===== src/rtl/add_seq_ctrl_pkg.sv =====
// Shared definitions for the slice-sequenced wide adder: state codes,
// slice width and the slice-index width helper.
package add_seq_ctrl_pkg;

   localparam int SLICE_W = 16;

   localparam logic [1:0] ST_IDLE = 2'd0;
   localparam logic [1:0] ST_RUN  = 2'd1;
   localparam logic [1:0] ST_DONE = 2'd2;

   // Index width for n slices; never below one bit so the index register always exists.
   function automatic int clog2(input int n);
      int r;
      r = 0;
      for (int i = 0; i < 31; i++) begin
         if ((1 << i) < n) r = i + 1;
      end
      return (r < 1) ? 1 : r;
   endfunction

endpackage


===== src/rtl/bit_16.sv =====
// Shared 16-bit ripple adder slice with carry in and carry out.
module bit_16 (
   input  logic [15:0] a,
   input  logic [15:0] b,
   input  logic        cin,
   output logic [15:0] sum,
   output logic        cout
);

   always_comb begin
      {cout, sum} = {1'b0, a} + {1'b0, b} + {16'b0, cin};
   end

endmodule


===== src/rtl/add_seq_ctrl.sv =====
// Wide add/subtract built from one 16-bit adder stepped across NUM_SLICES
// slices (LSB first) with a registered inter-slice carry and valid/ready handshakes.
module add_seq_ctrl
   import add_seq_ctrl_pkg::*;
#(
   parameter int NUM_SLICES = 4
) (
   input  logic                            clk,
   input  logic                            rst,
   input  logic                            in_valid,
   output logic                            in_ready,
   input  logic [SLICE_W*NUM_SLICES-1:0]   a,
   input  logic [SLICE_W*NUM_SLICES-1:0]   b,
   input  logic                            sub,
   input  logic                            abort,
   output logic                            out_valid,
   input  logic                            out_ready,
   output logic [SLICE_W*NUM_SLICES-1:0]   sum,
   output logic                            cout,
   output logic                            ovf,
   output logic                            busy
);

   localparam int W     = SLICE_W * NUM_SLICES;
   localparam int IDX_W = clog2(NUM_SLICES);
   localparam logic [IDX_W-1:0] LAST_IDX = IDX_W'(NUM_SLICES - 1);

   logic [1:0]       state_q, state_d;
   logic [IDX_W-1:0] idx_q, idx_d;
   logic [W-1:0]     a_q, a_d;
   logic [W-1:0]     b_q, b_d;
   logic             carry_q, carry_d;
   logic [W-1:0]     sum_q, sum_d;
   logic             cout_q, cout_d;
   logic             ovf_q, ovf_d;

   logic [SLICE_W-1:0] add_a, add_b, add_sum;
   logic               add_cout;

   assign add_a = a_q[idx_q*SLICE_W +: SLICE_W];
   assign add_b = b_q[idx_q*SLICE_W +: SLICE_W];

   bit_16 u_slice_adder (
      .a    (add_a),
      .b    (add_b),
      .cin  (carry_q),
      .sum  (add_sum),
      .cout (add_cout)
   );

   always_comb begin
      state_d = state_q;
      idx_d   = idx_q;
      a_d     = a_q;
      b_d     = b_q;
      carry_d = carry_q;
      sum_d   = sum_q;
      cout_d  = cout_q;
      ovf_d   = ovf_q;
      case (state_q)
         ST_IDLE: begin
            // Subtract is A + ~B + 1: invert B once here and seed the carry with sub.
            if (in_valid) begin
               a_d     = a;
               b_d     = sub ? ~b : b;
               carry_d = sub;
               idx_d   = '0;
               state_d = ST_RUN;
            end
         end
         ST_RUN: begin
            if (abort) begin
               idx_d   = '0;
               state_d = ST_IDLE;
            end else begin
               sum_d[idx_q*SLICE_W +: SLICE_W] = add_sum;
               carry_d = add_cout;
               if (idx_q == LAST_IDX) begin
                  cout_d  = add_cout;
                  ovf_d   = (a_q[W-1] == b_q[W-1]) && (add_sum[SLICE_W-1] != a_q[W-1]);
                  idx_d   = '0;
                  state_d = ST_DONE;
               end else begin
                  idx_d = idx_q + 1'b1;
               end
            end
         end
         ST_DONE: begin
            if (out_ready) state_d = ST_IDLE;
         end
         default: state_d = ST_IDLE;
      endcase
   end

   always_ff @(posedge clk or posedge rst) begin
      if (rst) begin
         state_q <= ST_IDLE;
         idx_q   <= '0;
         a_q     <= '0;
         b_q     <= '0;
         carry_q <= 1'b0;
         sum_q   <= '0;
         cout_q  <= 1'b0;
         ovf_q   <= 1'b0;
      end else begin
         state_q <= state_d;
         idx_q   <= idx_d;
         a_q     <= a_d;
         b_q     <= b_d;
         carry_q <= carry_d;
         sum_q   <= sum_d;
         cout_q  <= cout_d;
         ovf_q   <= ovf_d;
      end
   end

   assign in_ready  = (state_q == ST_IDLE) && !rst;
   assign busy      = (state_q == ST_RUN);
   assign out_valid = (state_q == ST_DONE);
   assign sum       = sum_q;
   assign cout      = cout_q;
   assign ovf       = ovf_q;

endmodule


===== config.mk =====
export PLATFORM = sky130hd
export DESIGN_NAME = add_seq_ctrl
export DESIGN_NICKNAME = d
export VERILOG_FILES = /design/src/rtl/add_seq_ctrl_pkg.sv /design/src/rtl/bit_16.sv /design/src/rtl/add_seq_ctrl.sv
export SDC_FILE = /design/constraint.sdc
export NUM_CORES = 1
export LEC_CHECK = 0
export BUFFER_PORTS_ARGS = -buffer_cell sky130_fd_sc_hd__clkbuf_2
export CAP_MARGIN = 0
export CORE_MARGIN = 4
export CORE_UTILIZATION = 55
export CTS_CLUSTER_DIAMETER = 50
export DETAILED_ROUTE_END_ITERATION = 8
export GPL_TIMING_DRIVEN = 0
export PLACE_DENSITY = 0.81
export SLEW_MARGIN = 0
export SYNTH_ARGS = -nofsm -noshare
export SYNTH_HDL_FRONTEND = slang
export SYNTH_SLANG_ARGS = --single-unit
export TNS_END_PERCENT = 30

===== constraint.sdc =====
create_clock -name clk -period 7.5 [get_ports clk]
set_input_delay 1.5 -clock clk [delete_from_list [all_inputs] [get_ports clk]]
set_output_delay 1.5 -clock clk [all_outputs]
set_load 0.02 [all_outputs]

; Yosys cells after proc, flatten, opt, wreduce, memory -nomap -nowiden
; Index checks and enable logic that the tools add are counted.
[totals]
memories = 0
mem_bits_ro = 0
output_inout_bits = 69
latch_bits = 0
in_bits = 134
register_bits = 199
ram_bits = 0
[op_classes]
n_reduce_logical = 11
mul = 0
eq_ne = 9
n_div = 0
bitwise_logic = 2
mux = 14
n_lt_le_gt_ge = 0
n_shift = 4
n_addsub = 4
[ops]
columns = operator, count
row1 = indexed part select 64 x 7 -> 16 bit, 2
row2 = bitwise mux 64 bit, 1
row3 = two-way mux 64 bit, 1
row4 = NOT 64 bit, 1
row5 = variable shift 16 x 34 -> 64 bit (first input constant), 1
row6 = indexed part select 16 x 34 -> 64 bit, 1
row7 = negator 6 -> 34 bit, 1
row8 = adder 16 x 16 -> 17 bit, 1
row9 = adder 17 x 1 -> 17 bit, 1
row10 = two-way mux 2 bit, 7
row11 = AND reduction 3 bit, 3
row12 = one-hot mux 2 bit (3 select lines), 1
row13 = AND reduction 2 bit, 3
row14 = equality test 2 bit (second input constant), 2
row15 = != test 2 bit (second input constant), 2
row16 = one-hot mux 2 bit (2 select lines), 1
row17 = != test 3 x 2 -> 1 bit (second input constant), 1
row18 = adder 2 x 1 -> 2 bit (second input constant), 1
row19 = equality test 2 x 1 -> 1 bit (second input constant), 1
row20 = logical AND 1 bit, 2
row21 = zero test 2 bit, 1
row22 = two-way mux 1 bit, 2
row23 = != test 2 x 1 -> 1 bit (second input constant), 1
row24 = one-hot mux 1 bit (2 select lines), 1
row25 = other kinds (5), 5

; Depth between registers and ports, before layout
; Gate-level depths: netlist of the first run.
[depth]
word_depth = 5
depth_mapped = 11

; Modules after synthesis
; A second synthesis of the first run with hierarchy kept.
[unflattened]
hier_cells = 771
area_unflattened_um2 = 9579.2
[modules_own_cells]
columns = mod, instances, seq_area_each_um2, area_per_inst_um2, cells_per_inst
row1 = add_seq_ctrl, 1, 4979.8, 8846.0, 682
row2 = bit_16, 1, 0.0, 733.2, 89

; Worst setup path after synthesis of the first run
; No wires, ideal clock.
[synth_timing]
path_type = flip-flop to flip-flop
from = register idx_q[0]
to = register sum_q[12], in the netlist sum[12]
period_less_slack_ps = 3897
n_path_buf = 2
t_required_ps = 7379
arrival_ps = 3776
setup_slack_ps = 3603
path_stages_with_launch = 12
path_cell_list = dfrtp_1 -> clkbuf_1 -> buf_2 -> mux4_2 -> fa_1 -> fa_1 -> a211oi_1 -> o211ai_1 -> a41oi_1 -> o21bai_1 -> xor2_1 -> a22o_1
[synth_via]
elab_chain_cells = 5
elab_cells_between_ends = 8
[synth_rtl]
columns = element, line_no
row1 = start: declaration, add_seq_ctrl.sv:29  ; logic [IDX_W-1:0] idx_q, idx_d;
row2 = start signal: assignment, add_seq_ctrl.sv:107  ; idx_q <= idx_d;
row3 = indexed part select 64 x 7 -> 16 bit (on tied branches), "add_seq_ctrl.sv:40, add_seq_ctrl.sv:41"
row4 = adder 16 x 16 -> 17 bit, bit_16.sv:11  ; {cout, sum} = {1'b0, a} + {1'b0, b} + {16'b0, cin};
row5 = adder 17 x 1 -> 17 bit, bit_16.sv:11
row6 = indexed part select 16 x 34 -> 64 bit, add_seq_ctrl.sv:76  ; sum_d[idx_q*SLICE_W +: SLICE_W] = add_sum;
row7 = bitwise mux 64 bit *, add_seq_ctrl.sv:76
row8 = end signal: assignment, add_seq_ctrl.sv:111  ; sum_q <= sum_d;
row9 = end: declaration, add_seq_ctrl.sv:33  ; logic [W-1:0] sum_q, sum_d;
; Mark *: on every way between the ends. The rest lies on a longest branch, timed or not.
; A chain may end at the register's enable or synchronous reset.

; Worst setup path after layout of the first run
[layout_timing]
from = register idx_q[0]
to = register sum_q[30], in the netlist sum[30]
; Same word-level chain as after synthesis.

==> flow_metrics.tcl, run 1 <==
set metrics [dict create \
    wl_mm 24.6 \
    avgViaCountPerCell 5.76 \
    tightest_slew_ps 836 \
    seq_area_frac_synth_pct 53.4 \
    crit_chain "clkbuf_1, buf_2, mux4_2, fa_1, fa_1, a211oi_1, o211ai_1, a41oi_1, o21ai_0, xnor2_1, o21ai_0" \
    vias 6949 \
    portBuffers 201 \
    synth_cells 752 \
    p_seq_share_pct 31.7 \
    finalMaxSlewViolations 0 \
    drive_above_1_share_pct 35.3 \
    dpl_worst_slack_ps 2700 \
    tritoncts "yes" \
    ys_ff_latch 199 \
    status "finished clean" \
    period_minus_slack_ps 4830 \
    synth_edf_count 0 \
    crit_fanout 10 \
    p_clk_share_pct 17.0 \
    finalNetCount 1130 \
    setup_tns_ps 0 \
    gp_congestion 0.885 \
    maxCapViolCount 0 \
    grt_pass1_wl_mm 39.1 \
    postSynthAreaPerCell_um2 12.4 \
    switchingPower_mw 2.26 \
    wl_per_cell_um 20.4 \
    num_rows 47 \
    synthArstFlopShare_pct 100 \
    die_w_um 138 \
    clock_latency_ps 440 \
    dp.final_hpwl_mm 18.5 \
    p_per_area_nw_per_um2 463 \
    synth.largest_area_cell "dfrtp_1" \
    end_kind "register" \
    antenna_left 0 \
    fin_crit_sh_pct 64.4 \
    cell_internal_pwr_mw 2.93 \
    first_pass_iters 4 \
    crit_family "compound AO/OA/AOI/OAI gates" \
    critPathSlowestCell "clkbuf_1" \
    min_path_type "reg2reg" \
    start_util_pct 56.3 \
    slew_headroom_pct 44.2 \
    synthTopCellsByArea "dfrtp_1 53%, mux2_2 7.7%, mux4_2 7.7%, xnor2_1 6.7%, a22o_1 4.6%" \
    io_pins 203 \
    dieArea_um2 19100 \
    final.setup.worst_slack_ps 2670 \
    cts_resized 0 \
    root_buffer "clkbuf_16" \
    h-tree-depth 4 \
    wl_met2_mm 12.1 \
    cp_num_buf_inv 2 \
    overflow 0 \
    leakage_nw 5.08 \
    cts_max_path_buffers 2 \
    core_area_um2 16600 \
    crit_required_ps 7800 \
    cts_setup_buffers 0 \
    crit_path_start_kind "register" \
    top_layer_used "met4" \
    cpPeakStageDelay_ps 620 \
    antenna_found_initial 0 \
    ir_worst_vdd_uv 300 \
    arrival_ps 5130 \
    drt-met1-wl_mm 10.0 \
    swShare_pct 43.6 \
    worst-setup-path-type "reg2reg" \
    max_freq_mhz 207 \
    drt-initial-drc-count 636 \
    netlist_area_um2 9330 \
    final_hold_viol_count 0 \
    first_global_vias 7189 \
    cts.reportedPaths.clkPinSlew_ps 80 \
    synth_fp_nets 909 \
    finClkSkew_ps 9.07 \
    die_height_um 138 \
    dr_wl_met3_mm 1.95 \
    diodes 0 \
    grt_max_degree 117 \
    whs_ps 491 \
    cts_sinks 199 \
    cts_buffers 17 \
    rsz0062_at_grt "no" \
    drc 0 \
    synth-warning-count 0 \
    setup_viol 0 \
    syn_to_final_growth_pct 20.1 \
    synth_ff_type "dfrtp_1" \
    grt.total_usage_pct 26.1 \
    ys_types 51 \
    p_comb_share_pct 51.2 \
    synth_top_area_share_pct 53.4 \
    cts_hold_buf 0 \
]
## through the flow
step                area [um^2]  util, %  instances  total power [mW]
floorplan                  9330        -        752              3.49
global placement          10600     64.0       1173              4.20
detailed placement        10600     64.2       1174              4.28
CTS                       11200     67.6       1206              5.17
global route              11200     67.6       1206              5.51
finish                    11200     67.6       1206              5.19
## tightest hold or removal path, cell delays in order (launching register included)
cell	delay, ps
dfrtp_1	350
nand2_1	40
o21ai_0	60
## worst paths after layout
check                      startpoint       to  slack, ps  cells after the start
setup / recovery             idx_q[0]  sum[30]       2670                     11
hold / removal                   cout     cout        490                      2
setup reg to reg             idx_q[0]  sum[30]       2670                     11
hold reg to reg                  cout     cout        490                      2
max in group asynchronous         rst   a_q[0]       5390                      3
min in group asynchronous         rst     cout       1140                      2
## per-layer routing
layer  global-route usage (%)  vias to the layer above
li1                         -                     3151
met1                     34.8                     3422
met2                     43.1                      338
met3                     6.49                       38
met4                     7.59                        0
met5                        0                        -
## cells in the mapped netlist, types with 3 or more instances
master,number
dfrtp_1,199
a21oi_1,74
xnor2_1,71
nor2_1,69
mux2_2,64
a22o_1,49
clkbuf_1,33
mux4_2,32
nand2_1,30
o21ai_0,24
ha_1,21
buf_2,8
a21o_1,7
inv_1,7
nor3_1,5
xor2_1,5
buf_1,4
nand2b_1,4
a211o_1,3
nand4_1,3
o21bai_1,3
or3_1,3
## registers in the layout, indices dropped and copies added (netlist names)
signal,cells
a_q,64
b_q,64
carry_q,1
cout,1
idx_q,2
ovf,1
state_q,2
sum,64
## cells by family after synthesis
family                     count (synthesis)  synth area share, %
AOI/OAI and AO/OA                        177                 12.5
xor gates and xnor gates                  76                 7.13
adders and majority gates                 23                 3.25
buffers and inverters                     52                 2.20
DFF                                      199                 53.4
muxes                                     96                 15.4
and+or+nand+nor                          129                 6.14
## placed cells by master (no fill, tap or decap), drive strengths merged, types with 4 or more instances in the layout
cell type and count:
a21oi 74, nand2b 4, inv 15, buf 13, mux4 32, a22o 49, a21o 9, nor3 5
nand2 32, clkinv 5, xnor2 71, mux2 64, nor2 70, o21ai 25, dfrtp 199, clkbuf 251
xor2 5, ha 21
## area by class of cell
cell class	instances	area (um^2)
clock buffer	17	425
tap	220	275
fill	1232	5380
sequential	199	4980
buffer	45	179
inverter	7	33.8
timing repair buffer	202	1030
multi-input combinational	501	4150
clock inverter	15	134
## power groups by stage
stage          combinational [mW]  sequential [mW]  clock [mW]
6_report                     2.66             1.65       0.885
5_1_grt                      2.89             1.68       0.934
4_1_cts                      2.64             1.64       0.887
3_5_place_dp                 2.62             1.66           0
3_3_place_gp                 2.57             1.64           0
2_1_floorplan                1.80             1.69           0
No activity file was read; power rests on OpenSTA's default activity.
==> run 2: changes to the inputs <==
CORE_UTILIZATION = 49   (was 55)
PLACE_DENSITY = 0.76   (was 0.81)
clock period = 3.9 ns   (was 7.5 ns; I/O delays follow)
==> flow_metrics.tcl, run 2 (same netlist as run 1, synthesis figures left out) <==
set metrics [dict create \
    post-route-util_pct 60.7 \
    cts_buffers 17 \
    drive_above_1_share_pct 36.6 \
    min_path_type "reg2reg" \
    tightest_slew_ps 853 \
    die_w_um 146 \
    fin_crit_sh_pct 92.1 \
    final_cell_area_um2 11400 \
    syn_to_final_growth_pct 21.7 \
    grt_pass1_wl_mm 39.2 \
    dieArea_um2 21300 \
    overflow 0 \
    crit_path_start_kind "register" \
    layout_common_cells "204 x clkbuf_2, 199 x dfrtp_1, 74 x a21oi_1" \
    wl_per_cell_um 20.3 \
    ff2ff_path_depth 11 \
    crit_top_cell "fa_2" \
    max_freq_mhz 278 \
    gp_congestion 0.848 \
    portBuffers 201 \
    cts_max_path_buffers 2 \
    setup_viol 0 \
    avgViaCountPerCell 5.65 \
    cts.reportedPaths.clkPinSlew_ps 70 \
    io_pins 203 \
    finalMaxSlewViolations 0 \
    clock_latency_ps 450 \
    maxCapViolCount 0 \
    period_minus_slack_ps 3590 \
    drc 0 \
    final_hold_viol_count 0 \
    ir_worst_vdd_uv 531 \
    crit_required_ps 4280 \
    cts_sinks 199 \
    end_kind "register" \
    holdPathStages 2 \
    first_global_vias 6992 \
    status "finished clean" \
    antenna_left 0 \
    diodes 0 \
    p_per_area_nw_per_um2 893 \
    cpPeakStageDelay_ps 570 \
    worst-setup-path-type "reg2reg" \
    finalNetCount 1137 \
    rsz0062_at_grt "no" \
    first_pass_iters 5 \
    h-tree-depth 4 \
    grt_max_degree 44 \
    num_rows 50 \
    leakage_nw 5.13 \
    critPathSlowestCell "mux4_2" \
    root_buffer "clkbuf_16" \
    whs_ps 491 \
    start_util_pct 49.9 \
    finClkSkew_ps 8.82 \
    die_height_um 146 \
    arrival_ps 3980 \
    crit_chain "clkbuf_8, buf_8, mux4_2, fa_2, fa_2, a211oi_2, o211ai_1, a41oi_2, buf_4, xnor2_1, a22o_1" \
    drt-initial-drc-count 419 \
    grt.total_usage_pct 23.7 \
    antenna_found_initial 0 \
    core_area_um2 18700 \
    crit_fanout 10 \
    tritoncts "yes" \
    dpl_cell_area_um2 10700 \
    vias 6929 \
    dp.final_hpwl_mm 19.3 \
    final_common_cell "clkbuf_2" \
    slew_headroom_pct 43.0 \
    setup_tns_ps 0 \
    wl_mm 24.9 \
]
## run 2: changes by cell type in the layout (fill, tap and decap cells not counted), moves of 3 or more
cell / before / now
clkbuf_2: 201 / 204
inv_6: 6 / 3
buf_12: 0 / 4
buf_4: 0 / 4
clkinvlp_4: 2 / 7
clkbuf_1: 33 / 30
## run 2: repair_timing
action | in CTS | in global routing
pin swaps | 2 | 1
setup endpoints to repair | 47 | 15
hold buffers | 0 | 0
setup buffers | 1 | 2
gates resized for setup | 10 | 9
## run 2: worst max-delay path, delay by kind of cell, from the launching register on
| kind | cells | cell delay [ps] |
|---|---|---|
| compound gates | 4 | 930 |
| fa+ha+maj | 2 | 810 |
| mux | 1 | 570 |
| buf+inv | 3 | 560 |
| flops | 1 | 380 |
| xor+xnor | 1 | 280 |
## run 2: path summary, 6_finish.rpt
check / to / from / slack [ps]
max in group asynchronous: a_q[51] / rst / 2490
hold / removal: cout / cout / 490
hold reg to reg: cout / cout / 490
min in group asynchronous: state_q[1] / rst / 500
setup reg to reg: sum[42] / idx_q[0] / 310
setup / recovery: sum[42] / idx_q[0] / 310
## run 2: area by class of cell
type	count	area (um^2)
fillers	1471	7350
flip-flops and latches	199	4980
multi-input cells	501	4170
repair buffers	209	1140
clock buffers	20	447
well taps	234	293
plain buffers	45	206
clock inverters	12	96.3
inverters	7	30.0
## run 2: where the power goes
group          internal [mW]  switching [mW]  total [mW]  leakage, nW
Combinational           2.19            3.14        5.33         2.46
Sequential              2.74           0.420        3.16         2.42
Clock                  0.842           0.806        1.65        0.248
## run 2: routing by layer
layer	up-vias	GRT usage (%)	share of wire [%]
li1	3170	-	-
met1	3411	31.4	42
met2	295	39.3	49
met3	53	5.26	6.9
met4	0	7.53	2.6
met5	-	0	0
## run 2: metrics by stage
stage          setup WS, ps  instances  power, mW
5_1_grt                72.6       1227       10.8
3_3_place_gp           -914       1187       8.14
3_5_place_dp           -933       1192       8.29
6_report                307       1227       10.1
4_1_cts                19.3       1225       10.1
2_1_floorplan          3.34        752       6.71
